**src/rtl/uart_screen_tx_if.sv**
```systemverilog
`default_nettype none
//==============================================================================
// uart_screen_tx_if - start request, RAM read port and UART/status lines. Rev 1.0
//==============================================================================
interface uart_screen_tx_if;
  logic       START;
  logic [7:0] RDATA;
  logic [9:0] RADDR;
  logic       TXD;
  logic       BUSY;
  logic       DONE;

  modport master (output START, output RDATA, input RADDR, input TXD, input BUSY, input DONE);
  modport slave  (input START, input RDATA, output RADDR, output TXD, output BUSY, output DONE);
endinterface
`default_nettype wire

```
**src/rtl/uart_screen_tx.sv**
```systemverilog
`default_nettype none
//==============================================================================
// uart_screen_tx - dumps the tile RAM as hex text (CR LF per row) over UART 8N1. Rev 1.0
//==============================================================================
module uart_screen_tx #(
  parameter int CLK_HZ = 27000000,
  parameter int BAUD   = 115200,
  parameter int COLS   = 32,
  parameter int ROWS   = 28
) (
  input wire logic        CLK,
  input wire logic        RST,
  uart_screen_tx_if.slave bus
);
  localparam int            BAUD_DIV  = CLK_HZ / BAUD;
  localparam int            BW        = (BAUD_DIV > 1) ? $clog2(BAUD_DIV) : 1;
  localparam logic [BW-1:0] BAUD_LAST = BW'(BAUD_DIV - 1);
  localparam logic [4:0]    COL_LAST  = 5'(COLS - 1);
  localparam logic [4:0]    ROW_LAST  = 5'(ROWS - 1);

  typedef enum logic [1:0] {IDLE, FETCH, LOAD, SHIFT} state_t;
  typedef enum logic [1:0] {SEL_DATA, SEL_CR, SEL_LF} sel_t;

  state_t        state, state_nx;
  sel_t          sel, sel_nx;
  logic [4:0]    row, row_nx;
  logic [4:0]    col, col_nx;
  logic [BW-1:0] baud, baud_nx;
  logic [3:0]    bitn, bitn_nx;
  logic [9:0]    shreg, shreg_nx;
  logic          done, done_nx;
  logic [7:0]    hex_char;
  logic [7:0]    ch;
  logic          unused_hi;

  assign unused_hi = ^bus.RDATA[7:4];

  always_comb begin
    hex_char = (bus.RDATA[3:0] <= 4'd9) ? 8'h30 + {4'h0, bus.RDATA[3:0]}
                                        : 8'h37 + {4'h0, bus.RDATA[3:0]};
    ch = hex_char;
    if (sel == SEL_CR)      ch = 8'h0D;
    else if (sel == SEL_LF) ch = 8'h0A;
  end

  always_ff @(posedge CLK or negedge RST) begin
    if (!RST) begin
      state <= IDLE;
      sel   <= SEL_DATA;
      row   <= '0;
      col   <= '0;
      baud  <= '0;
      bitn  <= '0;
      shreg <= '1;
      done  <= 1'b0;
    end else begin
      state <= state_nx;
      sel   <= sel_nx;
      row   <= row_nx;
      col   <= col_nx;
      baud  <= baud_nx;
      bitn  <= bitn_nx;
      shreg <= shreg_nx;
      done  <= done_nx;
    end
  end

  always_comb begin
    state_nx = state;
    sel_nx   = sel;
    row_nx   = row;
    col_nx   = col;
    baud_nx  = baud;
    bitn_nx  = bitn;
    shreg_nx = shreg;
    done_nx  = 1'b0;
    case (state)
      IDLE: begin
        if (bus.START) begin
          state_nx = FETCH;
          sel_nx   = SEL_DATA;
          row_nx   = '0;
          col_nx   = '0;
        end
      end
      FETCH: state_nx = LOAD;
      LOAD: begin
        shreg_nx = {1'b1, ch, 1'b0};
        baud_nx  = '0;
        bitn_nx  = '0;
        state_nx = SHIFT;
      end
      SHIFT: begin
        if (baud != BAUD_LAST) begin
          baud_nx = baud + 1'b1;
        end else begin
          baud_nx  = '0;
          shreg_nx = {1'b1, shreg[9:1]};
          if (bitn != 4'd9) begin
            bitn_nx = bitn + 4'd1;
          end else begin
            // Character finished: pick what follows; every character re-enters FETCH.
            state_nx = FETCH;
            case (sel)
              SEL_DATA: begin
                if (col != COL_LAST) col_nx = col + 5'd1;
                else                 sel_nx = SEL_CR;
              end
              SEL_CR: sel_nx = SEL_LF;
              default: begin
                sel_nx = SEL_DATA;
                col_nx = '0;
                if (row == ROW_LAST) begin
                  state_nx = IDLE;
                  done_nx  = 1'b1;
                  row_nx   = '0;
                end else begin
                  row_nx = row + 5'd1;
                end
              end
            endcase
          end
        end
      end
      default: state_nx = IDLE;
    endcase
  end

  assign bus.RADDR = {row, col};
  assign bus.TXD   = (state == SHIFT) ? shreg[0] : 1'b1;
  assign bus.BUSY  = (state != IDLE);
  assign bus.DONE  = done;
endmodule
`default_nettype wire

```
**src/flat_wrapper.sv**
```systemverilog
// flat-port wrapper written by rule: the top's interface ports become plain ports
module uart_screen_tx_flat 
#(
  parameter int CLK_HZ = 27000000,
  parameter int BAUD   = 115200,
  parameter int COLS   = 32,
  parameter int ROWS   = 28
)
  (CLK, RST, bus_START, bus_RDATA, bus_RADDR, bus_TXD, bus_BUSY, bus_DONE);
  uart_screen_tx_if bus_i ();
  input wire logic CLK;
  input wire logic RST;
  input wire logic [$bits(bus_i.START)-1:0] bus_START;
  input wire logic [$bits(bus_i.RDATA)-1:0] bus_RDATA;
  output wire logic [$bits(bus_i.RADDR)-1:0] bus_RADDR;
  output wire logic [$bits(bus_i.TXD)-1:0] bus_TXD;
  output wire logic [$bits(bus_i.BUSY)-1:0] bus_BUSY;
  output wire logic [$bits(bus_i.DONE)-1:0] bus_DONE;
  assign bus_i.START = bus_START;
  assign bus_i.RDATA = bus_RDATA;
  assign bus_RADDR = bus_i.RADDR;
  assign bus_TXD = bus_i.TXD;
  assign bus_BUSY = bus_i.BUSY;
  assign bus_DONE = bus_i.DONE;
  uart_screen_tx #(.CLK_HZ(CLK_HZ), .BAUD(BAUD), .COLS(COLS), .ROWS(ROWS)) u_core (.CLK(CLK), .RST(RST), .bus(bus_i));
endmodule
```
**config.mk**
```make
export PLATFORM = sky130hd
export DESIGN_NAME = uart_screen_tx_flat
export DESIGN_NICKNAME = d
export VERILOG_FILES = /design/src/rtl/uart_screen_tx_if.sv /design/src/rtl/uart_screen_tx.sv /design/src/flat_wrapper.sv
export SDC_FILE = /design/constraint.sdc
export NUM_CORES = 1
export LEC_CHECK = 0
export BUFFER_PORTS_ARGS = -buffer_cell sky130_fd_sc_hd__clkbuf_2
export CAP_MARGIN = 20
export CELL_PAD_IN_SITES_DETAIL_PLACEMENT = 1
export CELL_PAD_IN_SITES_GLOBAL_PLACEMENT = 1
export CORE_MARGIN = 8
export CORE_UTILIZATION = 27
export CTS_CLUSTER_SIZE = 16
export DETAILED_ROUTE_END_ITERATION = 6
export GPL_TIMING_DRIVEN = 0
export PLACE_DENSITY_LB_ADDON = 0.1
export SLEW_MARGIN = 10
export SYNTH_ARGS = -nofsm -noshare
export SYNTH_HDL_FRONTEND = slang
export SYNTH_SLANG_ARGS = --single-unit
```
**constraint.sdc**
```tcl
create_clock -name CLK -period 2.69 [get_ports CLK]
set_input_delay 0.538 -clock CLK [delete_from_list [all_inputs] [get_ports CLK]]
set_output_delay 0.538 -clock CLK [all_outputs]
set_load 0.01 [all_outputs]
```
==> impl_metrics.ini, run 1 <==
[finish]
num-nets-final = 285
antennaDiodeCount = 0
mostFrequentLayoutCell = nand2_1
final_cell_count_no_fill = 367
drive_above_1_share_pct = 17.6
final_cell_mix = nand2_1 (32), dfrtp_1 (27), clkbuf_2 (21), o21ai_0 (14)
fill_cells = 967
area_growth_pct = 15.0

[place]
gp_congestion = 0.720
port_buffers = 19
hpwlAfterDp_um = 4210
dpl.cell_count = 358

[power]
switchingPower_uw = 220
p_clk_share_pct = 39.9
p_sw_share_pct = 23.1
pwr-share-seq_pct = 56.7
vdd_drop_max_uv = 192
report.power.total_uw = 955
combinationalPowerShare_pct = 3.4
powerDensity_nw_per_um2 = 377
power_leakage_uw = 0.00115
internal-power_uw = 735

[sta]
final.setup.tns_ps = 0
setup_viol_count_final = 0
period_share_pct = 89.1
hold_viol = 0
tightest_slew_ps = 856
rsz0062_at_grt = false
maxSlewHeadroom_pct = 41.3
clock_skew_ps = 10.7
maxSlewViolCount = 0
fmax_mhz = 417
period_needed_ps = 2400

[synthesis]
async_reset_ff_share_pct = 100
yosys_warnings = 0
yosys.area_share.adder_pct = 7.38
synth_edf_count = 0
syn_nets = 258
synth_cell_type_count = 53
synth_compound_area_share_pct = 19.9
synthFlopType = dfrtp_1
synth_top_area_cell = dfrtp_1
synth_seq_area_share_pct = 41.4
synth_xor_xnor_area_share_pct = 0.795
synthSimpleGateAreaFrac_pct = 22.1
syn_area_sq_um = 2200
synth_area_per_cell_sq_um = 9.42
synthTopCellsByArea = dfrtp_1 (31%), dfstp_2 (11%), ha_1 (7.4%)
synth_top_family_by_area = simple AND/OR/NAND/NOR gates
synth-seq-cells = 36
muxShareOfSynthArea_pct = 4.60
synthCells = 234
synth_top_area_share_pct = 30.7

[clock_network]
cts_buffers = 5
post_cts_buffers = 0
ctsRootBufferMaster = clkbuf_8
clock-sinks = 36
cts_tree = yes
cts.path.max_buffers = 2
htree_levels = 2
clk_pin_slew_ps = 70
clock_latency_ps = 290

[global_routing]
grt_pass1_wl_um = 10200
grt_usage_pct = 11.1
grt_overflow = 0
grt_max_degree = 37
antenna_found_initial = 0
grt_pass1_vias = 1964

[status]
status = complete, no violations

[setup_path]
crit_type = register to output port
critPathBufInv = 3
r2r_cells = 6
timing.critical_path.cells = ha_1, clkbuf_2, clkbuf_2, nand2b_1, clkbuf_2
crit_top_cell = clkbuf_2
cp.depth = 5
r2r_start = u_core.baud[1]
r2r_setup_slack_ps = 520
cp.required_ps = 2150
critPathTopFamily = buffers and inverters
worstSetupStartpointType = register
crit_fanout = 10
cp-end-kind = output port
cp_data_arrival_time_ps = 1860
critPathMaxStageDelay_ps = 400
cp_slowest_cell = dfrtp_1
rr_endpoint = u_core.col[3]

[route]
dr.pass1.iters = 4
postRouteAntennaNets = 0
drt-wirelength-per-cell_um = 15.8
drc = 0
drtIter0Drc = 34
vias = 1832
vias_per_cell = 4.99
finalWirelength_um = 5810

[die]
core_sq_um = 8050
start_util_pct = 27.4
row_count = 33
die_h_um = 106
pin_count = 24
die_area_sq_um = 11300
chipWidth_um = 106

[flow_run]
drv_cap = 0

[min_path]
hold_class = input pin to async pin
[sequential cells by signal, indices dropped and copies added, names as in the netlist]
name and flops:
u_core.bitn 4, u_core.col 5, u_core.sel 2, u_core.state 2
u_core.row 5, u_core.shreg 9, u_core.baud 8, u_core.bus.DONE 1
[per-layer routing]
layer / GRT usage (%) / routed length (um)
met2: 16.8 / 2640
met3: 2.60 / 176
met4: 3.32 / 0
met1: 15.2 / 2990
met5: 0 / 0
[Yosys cell counts, types with 6 or more instances]
library cell,n
a21oi_1,6
nand3_1,11
ha_1,13
dfstp_2,9
mux2i_1,9
nor3_1,8
dfrtp_1,27
nand2_1,32
nand2b_1,6
inv_1,13
o21ai_0,14
[cell families after synthesis]
family          count (synthesis)
compound gates                 62
xor+xnor                        2
fa+ha+maj                      13
buf+inv                        20
flops                          36
mux                            10
simple gates                   91
[per-stage QoR]
stage	hold slack (ps)	setup slack [ps]	instance area, sq um	util, %
3_5_place_dp	450	169	2430	30.2
5_1_grt	129	59.4	2530	31.5
2_1_floorplan	242	792	2200	-
4_1_cts	441	7.99	2510	31.2
3_3_place_gp	446	189	2430	30.2
6_report	121	294	2530	31.5
[power by group through the flow]
| stage | clock network, uW | logic (uW) | registers [uW] |
|---|---|---|---|
| after floorplan | 0 | 8.99 | 552 |
| after global placement | 0 | 30.9 | 552 |
| after detailed placement | 0 | 31.0 | 552 |
| after CTS | 417 | 31.1 | 541 |
| after global routing | 429 | 38.0 | 541 |
| final | 381 | 32.6 | 542 |
[how the worst max path moves through the flow]
stage                          from      end  slack (ps)
floorplan           u_core.state[1]  bus_TXD         790
global placement    u_core.state[1]  bus_TXD         190
detailed placement  u_core.state[1]  bus_TXD         170
CTS                 u_core.state[1]  bus_TXD           8
global route        u_core.state[1]  bus_TXD          60
finish              u_core.state[1]  bus_TXD         290
[repair_timing]
action | CTS | global route
hold buffers | 0 | 0
cloned | 0 | 0
pin swaps | 0 | 0
setup endpoints to repair | 1 | 1
gates resized for setup | 1 | 1
[worst register-to-register path, cell delays in order, from the launching register on]
cell      delay [ps]
dfrtp_1          410
inv_1             60
ha_1             170
nand4_1          460
o31ai_4          490
nand2b_1         200
a22o_1           270
[final cells by class]
class | instances | area [sq um] | area share (%)
Buffer | 7 | 36.3 | 1.43
Clock buffer | 7 | 76.3 | 3.01
Clock inverter | 1 | 5.00 | 0.198
Inverter | 13 | 48.8 | 1.93
Multi-Input combinational cell | 178 | 1210 | 47.7
Sequential cell | 36 | 912 | 36.0
Tap cell | 105 | 131 | 5.19
Timing Repair Buffer | 20 | 115 | 4.54
No activity file was read; power rests on OpenSTA's default activity.
==> run 2: changes to the inputs <==
--- a/config.mk
+++ b/config.mk
@@ -14,7 +14,7 @@
 export CTS_CLUSTER_SIZE = 16
 export DETAILED_ROUTE_END_ITERATION = 6
 export GPL_TIMING_DRIVEN = 0
-export PLACE_DENSITY_LB_ADDON = 0.1
+export PLACE_DENSITY = 0.5
 export SLEW_MARGIN = 10
 export SYNTH_ARGS = -nofsm -noshare
 export SYNTH_HDL_FRONTEND = slang
==> run 2 against run 1 <==
Critical path depth stayed put. Worst hold slack got worse by 8.8 ps. Fmax decreased by 2.0%. Critical path type unchanged. Largest cell class unchanged. Die area is the same. Final cell count did not move. Flip-flop and latch count stayed put. Global-route usage increased by 0.085 points. Cell area up 1.8%. Sequential power barely moved. Register-to-register slack about the same. Largest power group unchanged. Non-clock buffer count did not move.
==> impl_metrics.ini, run 2 (synthesized netlist as in run 1, its figures left out) <==
[status]
status = complete, no violations

[clock_network]
clock-sinks = 36
cts.path.max_buffers = 2
clk_pin_slew_ps = 80
postCtsHoldBufs = 0
cts_buffers = 5
htree_levels = 2
post_cts_buffers = 0
clock_latency_ps = 290
cts_tree = yes
ctsResizeCount = 1
ctsRootBufferMaster = clkbuf_8

[finish]
largest_register_ffs = 9
drive_above_1_share_pct = 18.3
num-nets-final = 285
top_regs = u_core.shreg x9, u_core.baud x8
seqCellArea_sq_um = 912
multiInputGateArea_sq_um = 1210
largest-register = u_core.shreg
antennaDiodeCount = 0
fill_cells = 956
area_growth_pct = 17.0
mostFrequentLayoutCell = nand2_1
final_cell_count_no_fill = 367
final_cell_mix = nand2_1 (32), dfrtp_1 (27), clkbuf_2 (21), o21ai_0 (14)
final_area_sq_um = 2580

[global_routing]
grt_overflow = 0
grt_max_degree = 37
antenna_found_initial = 0
grt_usage_pct = 11.2
grt_pass1_wl_um = 10300
grt_pass1_vias = 2018

[die]
die_area_sq_um = 11300
start_util_pct = 27.4
pin_count = 24
row_count = 33
die_h_um = 106
core_sq_um = 8050
chipWidth_um = 106

[sta]
clock_skew_ps = 7.46
maxSlewHeadroom_pct = 38.9
final.setup.tns_ps = 0
setup_viol_count_final = 0
maxSlewViolCount = 0
period_share_pct = 90.9
hold_viol = 0
rsz0062_at_grt = false
fmax_mhz = 409
period_needed_ps = 2440
tightest_slew_ps = 891

[setup_path]
r2r_start = u_core.baud[1]
critPathMaxStageDelay_ps = 420
cp.depth = 5
cp_data_arrival_time_ps = 1910
worstSetupStartpointType = register
cp.required_ps = 2150
cp-end-kind = output port
crit_type = register to output port
critPathCapture = bus_TXD
critPathBufInv = 3
cp_slowest_cell = dfrtp_1
r2r_setup_slack_ps = 530
critPathTopFamily = buffers and inverters
rr_endpoint = u_core.col[3]
crit_top_cell = clkbuf_2
cp-startpoint = u_core.state[1]
crit_fanout = 10
timing.critical_path.cells = ha_1, clkbuf_2, clkbuf_2, nand2b_1, clkbuf_2
r2r_cells = 6

[route]
drt-wirelength-per-cell_um = 16.1
dr.pass1.iters = 4
drc = 0
postRouteAntennaNets = 0
drtIter0Drc = 44
vias_per_cell = 5.17
finalWirelength_um = 5900
vias = 1899

[place]
gp_congestion = 0.729
port_buffers = 19
dpl.cell_count = 358
place_area_sq_um = 2430
hpwlAfterDp_um = 4190

[power]
powerDensity_nw_per_um2 = 432
power_leakage_uw = 0.00118
vdd_drop_max_uv = 178

[flow_run]
drv_cap = 0

[min_path]
hold_class = input pin to async pin
run 2: cell types whose count changed in the layout (fill, tap and decap cells not counted):
cell	change
clkbuf_1	-2
clkbuf_8	+2
bufinv_16	+1
clkinv_2	-1
run 2: how the worst min path moves through the flow:
stage	startpoint	end	slack, ps	cells past startpoint
floorplan	RST	u_core.baud[0]	240	0
global placement	u_core.shreg[8]	u_core.shreg[8]	450	2
detailed placement	u_core.shreg[1]	u_core.shreg[0]	450	2
CTS	RST	u_core.row[3]	430	1
global route	RST	u_core.row[3]	120	1
finish	RST	u_core.row[3]	110	1
run 2: report_power, final:
part	switching [uW]	internal, uW
registers	0	541
logic	21.7	10.7
clock network	212	327
run 2: cell type report:
class / instances / share of cell area, %
Clock inverter: 1 / 1.16
Inverter: 13 / 1.89
Buffer: 7 / 1.41
Multi-Input combinational cell: 178 / 46.9
Clock buffer: 7 / 3.74
Tap cell: 105 / 5.09
Timing Repair Buffer: 20 / 4.46
Sequential cell: 36 / 35.4
run 2: stage by stage:
stage	hold slack, ps	total power [uW]	worst slack [ps]	utilization, %
final	112	1110	245	32.0
after global routing	124	1160	78.4	32.0
after CTS	435	1140	3.82	31.8
after detailed placement	451	582	155	30.2
after global placement	446	582	164	30.2
after floorplan	242	561	792	-
run 2: layer usage:
metal / up-vias / wire [um] / GRT usage [%]
met2: 16 / 2590 / 17.2
li1: 918 / - / -
met5: - / 0 / 0
met4: 0 / 67 / 3.02
met3: 7 / 142 / 2.54
met1: 958 / 3100 / 15.3
==> run 3: changes to the inputs <==
--- a/config.mk
+++ b/config.mk
@@ -5,16 +5,17 @@
 export SDC_FILE = /design/constraint.sdc
 export NUM_CORES = 1
 export LEC_CHECK = 0
-export BUFFER_PORTS_ARGS = -buffer_cell sky130_fd_sc_hd__clkbuf_2
+export ABC_AREA = 1
+export BUFFER_PORTS_ARGS = -buffer_cell sky130_fd_sc_hd__buf_2
 export CAP_MARGIN = 20
 export CELL_PAD_IN_SITES_DETAIL_PLACEMENT = 1
 export CELL_PAD_IN_SITES_GLOBAL_PLACEMENT = 1
 export CORE_MARGIN = 8
-export CORE_UTILIZATION = 27
+export CORE_UTILIZATION = 45
 export CTS_CLUSTER_SIZE = 16
 export DETAILED_ROUTE_END_ITERATION = 6
 export GPL_TIMING_DRIVEN = 0
-export PLACE_DENSITY = 0.5
+export PLACE_DENSITY = 0.8
 export SLEW_MARGIN = 10
 export SYNTH_ARGS = -nofsm -noshare
 export SYNTH_HDL_FRONTEND = slang
==> run 3 against run 2 <==
Sequential share of layout area rose by 1.3 points. Die area fell by 35%. Worst setup slack improved by 290 ps. Cell area fell by 3.6%. Critical path depth did not move. Highest routed layer unchanged. Combinational power rose to 34 times the previous value. Worst hold slack improved by 230 ps. Critical path type unchanged.
==> impl_metrics.ini, run 3 <==
[finish]
fill_cells = 586
area_growth_pct = 13.0
multiInputGateArea_sq_um = 1130
top_regs = u_core.shreg x9, u_core.baud x8
largest-register = u_core.shreg
seqCellArea_sq_um = 912
mostFrequentLayoutCell = nand2_1
largest_register_ffs = 9
drive_above_1_share_pct = 19.0
num-nets-final = 323
antennaDiodeCount = 0
final_cell_mix = nand2_1 (70), inv_1 (29), dfrtp_1 (27), nor2_1 (24), buf_2 (20)

[synthesis]
synthTopCellsByCount = nand2_1 (70), inv_1 (29), dfrtp_1 (27)
synth_top_area_share_pct = 30.7
synth_top_area_cell = dfrtp_1
synthTopCellsByArea = dfrtp_1 (31%), nand2_1 (12%), dfstp_2 (11%)
async_reset_ff_share_pct = 100
synth_seq_area_share_pct = 41.5
yosys_warnings = 0
synth_cell_type_count = 34
synth-seq-cells = 36
synthFlopType = dfrtp_1
syn_area_sq_um = 2200
synth_area_per_cell_sq_um = 8.06
syn_nets = 297
synthCells = 273
yosysMostFrequentCell = nand2_1
synth_edf_count = 0

[clock_network]
htree_levels = 2
ctsRootBufferMaster = clkbuf_8
cts.path.max_buffers = 2
cts_buffers = 5
post_cts_buffers = 0
postCtsHoldBufs = 0
cts_tree = yes
ctsResizeCount = 0
clock-sinks = 36
clock_latency_ps = 290
clk_pin_slew_ps = 70

[setup_path]
r2r_cells = 10
critPathBufInv = 3
crit_top_cell = buf_2
timing.critical_path.cells = ha_1, buf_4, buf_2, nand2_1, buf_2
critPathMaxStageDelay_ps = 400
critPathTopFamily = buffers and inverters
cp-end-kind = output port
worstSetupStartpointType = register
r2r_setup_slack_ps = 1000
cp.required_ps = 2150
crit_type = register to output port
cp_data_arrival_time_ps = 1620
cp_slowest_cell = dfrtp_1
r2r_start = u_core.col[0]
rr_endpoint = u_core.col[1]
crit_fanout = 10

[global_routing]
grt.met1_usage_pct = 18.7
grt_max_degree = 37
antenna_found_initial = 0
met3_usage_pct = 3.34
grt_pass1_wl_um = 9040
grt_overflow = 0
grt_use_met2_pct = 25.8
grt_usage_pct = 15.2
grt_pass1_vias = 2003
grt-busiest-layer = met2

[place]
port_buffers = 19
place_ws_ps = 741
gp_congestion = 0.752
hpwlAfterDp_um = 3880

[die]
core_sq_um = 4720
die_area_sq_um = 7380
pin_count = 24
die_h_um = 85.9
row_count = 25
chipWidth_um = 85.9
start_util_pct = 46.6

[route]
vias = 1916
drc = 0
finalWirelength_um = 5160
vias_per_cell = 5.22
dr.pass1.iters = 4
drt-wirelength-per-cell_um = 14.1
drtIter0Drc = 88
postRouteAntennaNets = 0

[sta]
maxSlewHeadroom_pct = 46.1
rsz0062_at_grt = false
fmax_mhz = 463
hold_slack_ps = 341
maxSlewViolCount = 0
postLayoutSetupSlackWorst_ps = 531
period_needed_ps = 2160
final.setup.tns_ps = 0
clock_skew_ps = 6.84
setup_viol_count_final = 0
hold_viol = 0
tightest_slew_ps = 809
period_share_pct = 80.3

[power]
report.power.total_uw = 2380
powerDensity_nw_per_um2 = 959
vdd_drop_max_uv = 382
power_leakage_uw = 0.00120

[status]
status = complete, no violations

[flow_run]
drv_cap = 0

[min_path]
hold_class = input pin to async pin
[run 3: cell families after synthesis]
family                     Yosys count  synth area share (%)
xor gates and xnor gates             6                  2.39
AOI/OAI and AO/OA                   38                  9.90
adders and majority gates           13                  7.39
and+or+nand+nor                    144                  31.9
buffers and inverters               36                  7.00
DFF                                 36                  41.5
[run 3: stage by stage]
stage | util [%] | instances | area (sq um)
final | 52.6 | 367 | 2490
after global routing | 52.6 | 367 | 2490
after CTS | 52.6 | 367 | 2490
after detailed placement | 50.4 | 359 | 2380
after global placement | 50.4 | 359 | 2380
after floorplan | - | 273 | 2200
[run 3: worst max-delay path by stage]
| stage | start | endpoint | slack (ps) | cells past startpoint |
|---|---|---|---|---|
| final | u_core.state[0] | bus_TXD | 530 | 5 |
| after global routing | u_core.state[1] | bus_TXD | 420 | 5 |
| after floorplan | u_core.state[0] | bus_TXD | 1100 | 4 |
| after global placement | bus_RDATA[0] | u_core.shreg[1] | 780 | 10 |
| after detailed placement | bus_RDATA[0] | u_core.shreg[1] | 740 | 10 |
| after CTS | u_core.state[0] | bus_TXD | 520 | 5 |
[run 3: area by class of cell]
class,instances,share of cell area (%)
timing repair buffer,19,3.82
buffer,3,0.956
inverter,33,5.23
clock inverter,2,1.41
clock buffer,6,2.92
multi-input combinational,201,45.6
sequential,36,36.7
tap,67,3.37
[run 3: routing by layer]
metal	share of wire (%)	wire length (um)
met2	48	2500
met1	48	2490
met5	0	0
met3	2.1	107
met4	1.1	55
[run 3: worst register-to-register path, delay by kind of cell (launching register included)]
| family | cells | cell delay, ps |
|---|---|---|
| fa+ha+maj | 2 | 410 |
| flops | 1 | 440 |
| buf+inv | 1 | 70 |
| compound gates | 2 | 120 |
| simple gates | 5 | 530 |
[run 3: where the power goes]
group	switching (uW)	internal [uW]	total (uW)	leakage (uW)
Sequential	109	709	818	0.000461
Combinational	728	362	1090	0.000681
Clock	200	275	475	0.0000552
Total	1040	1350	2380	0.00120
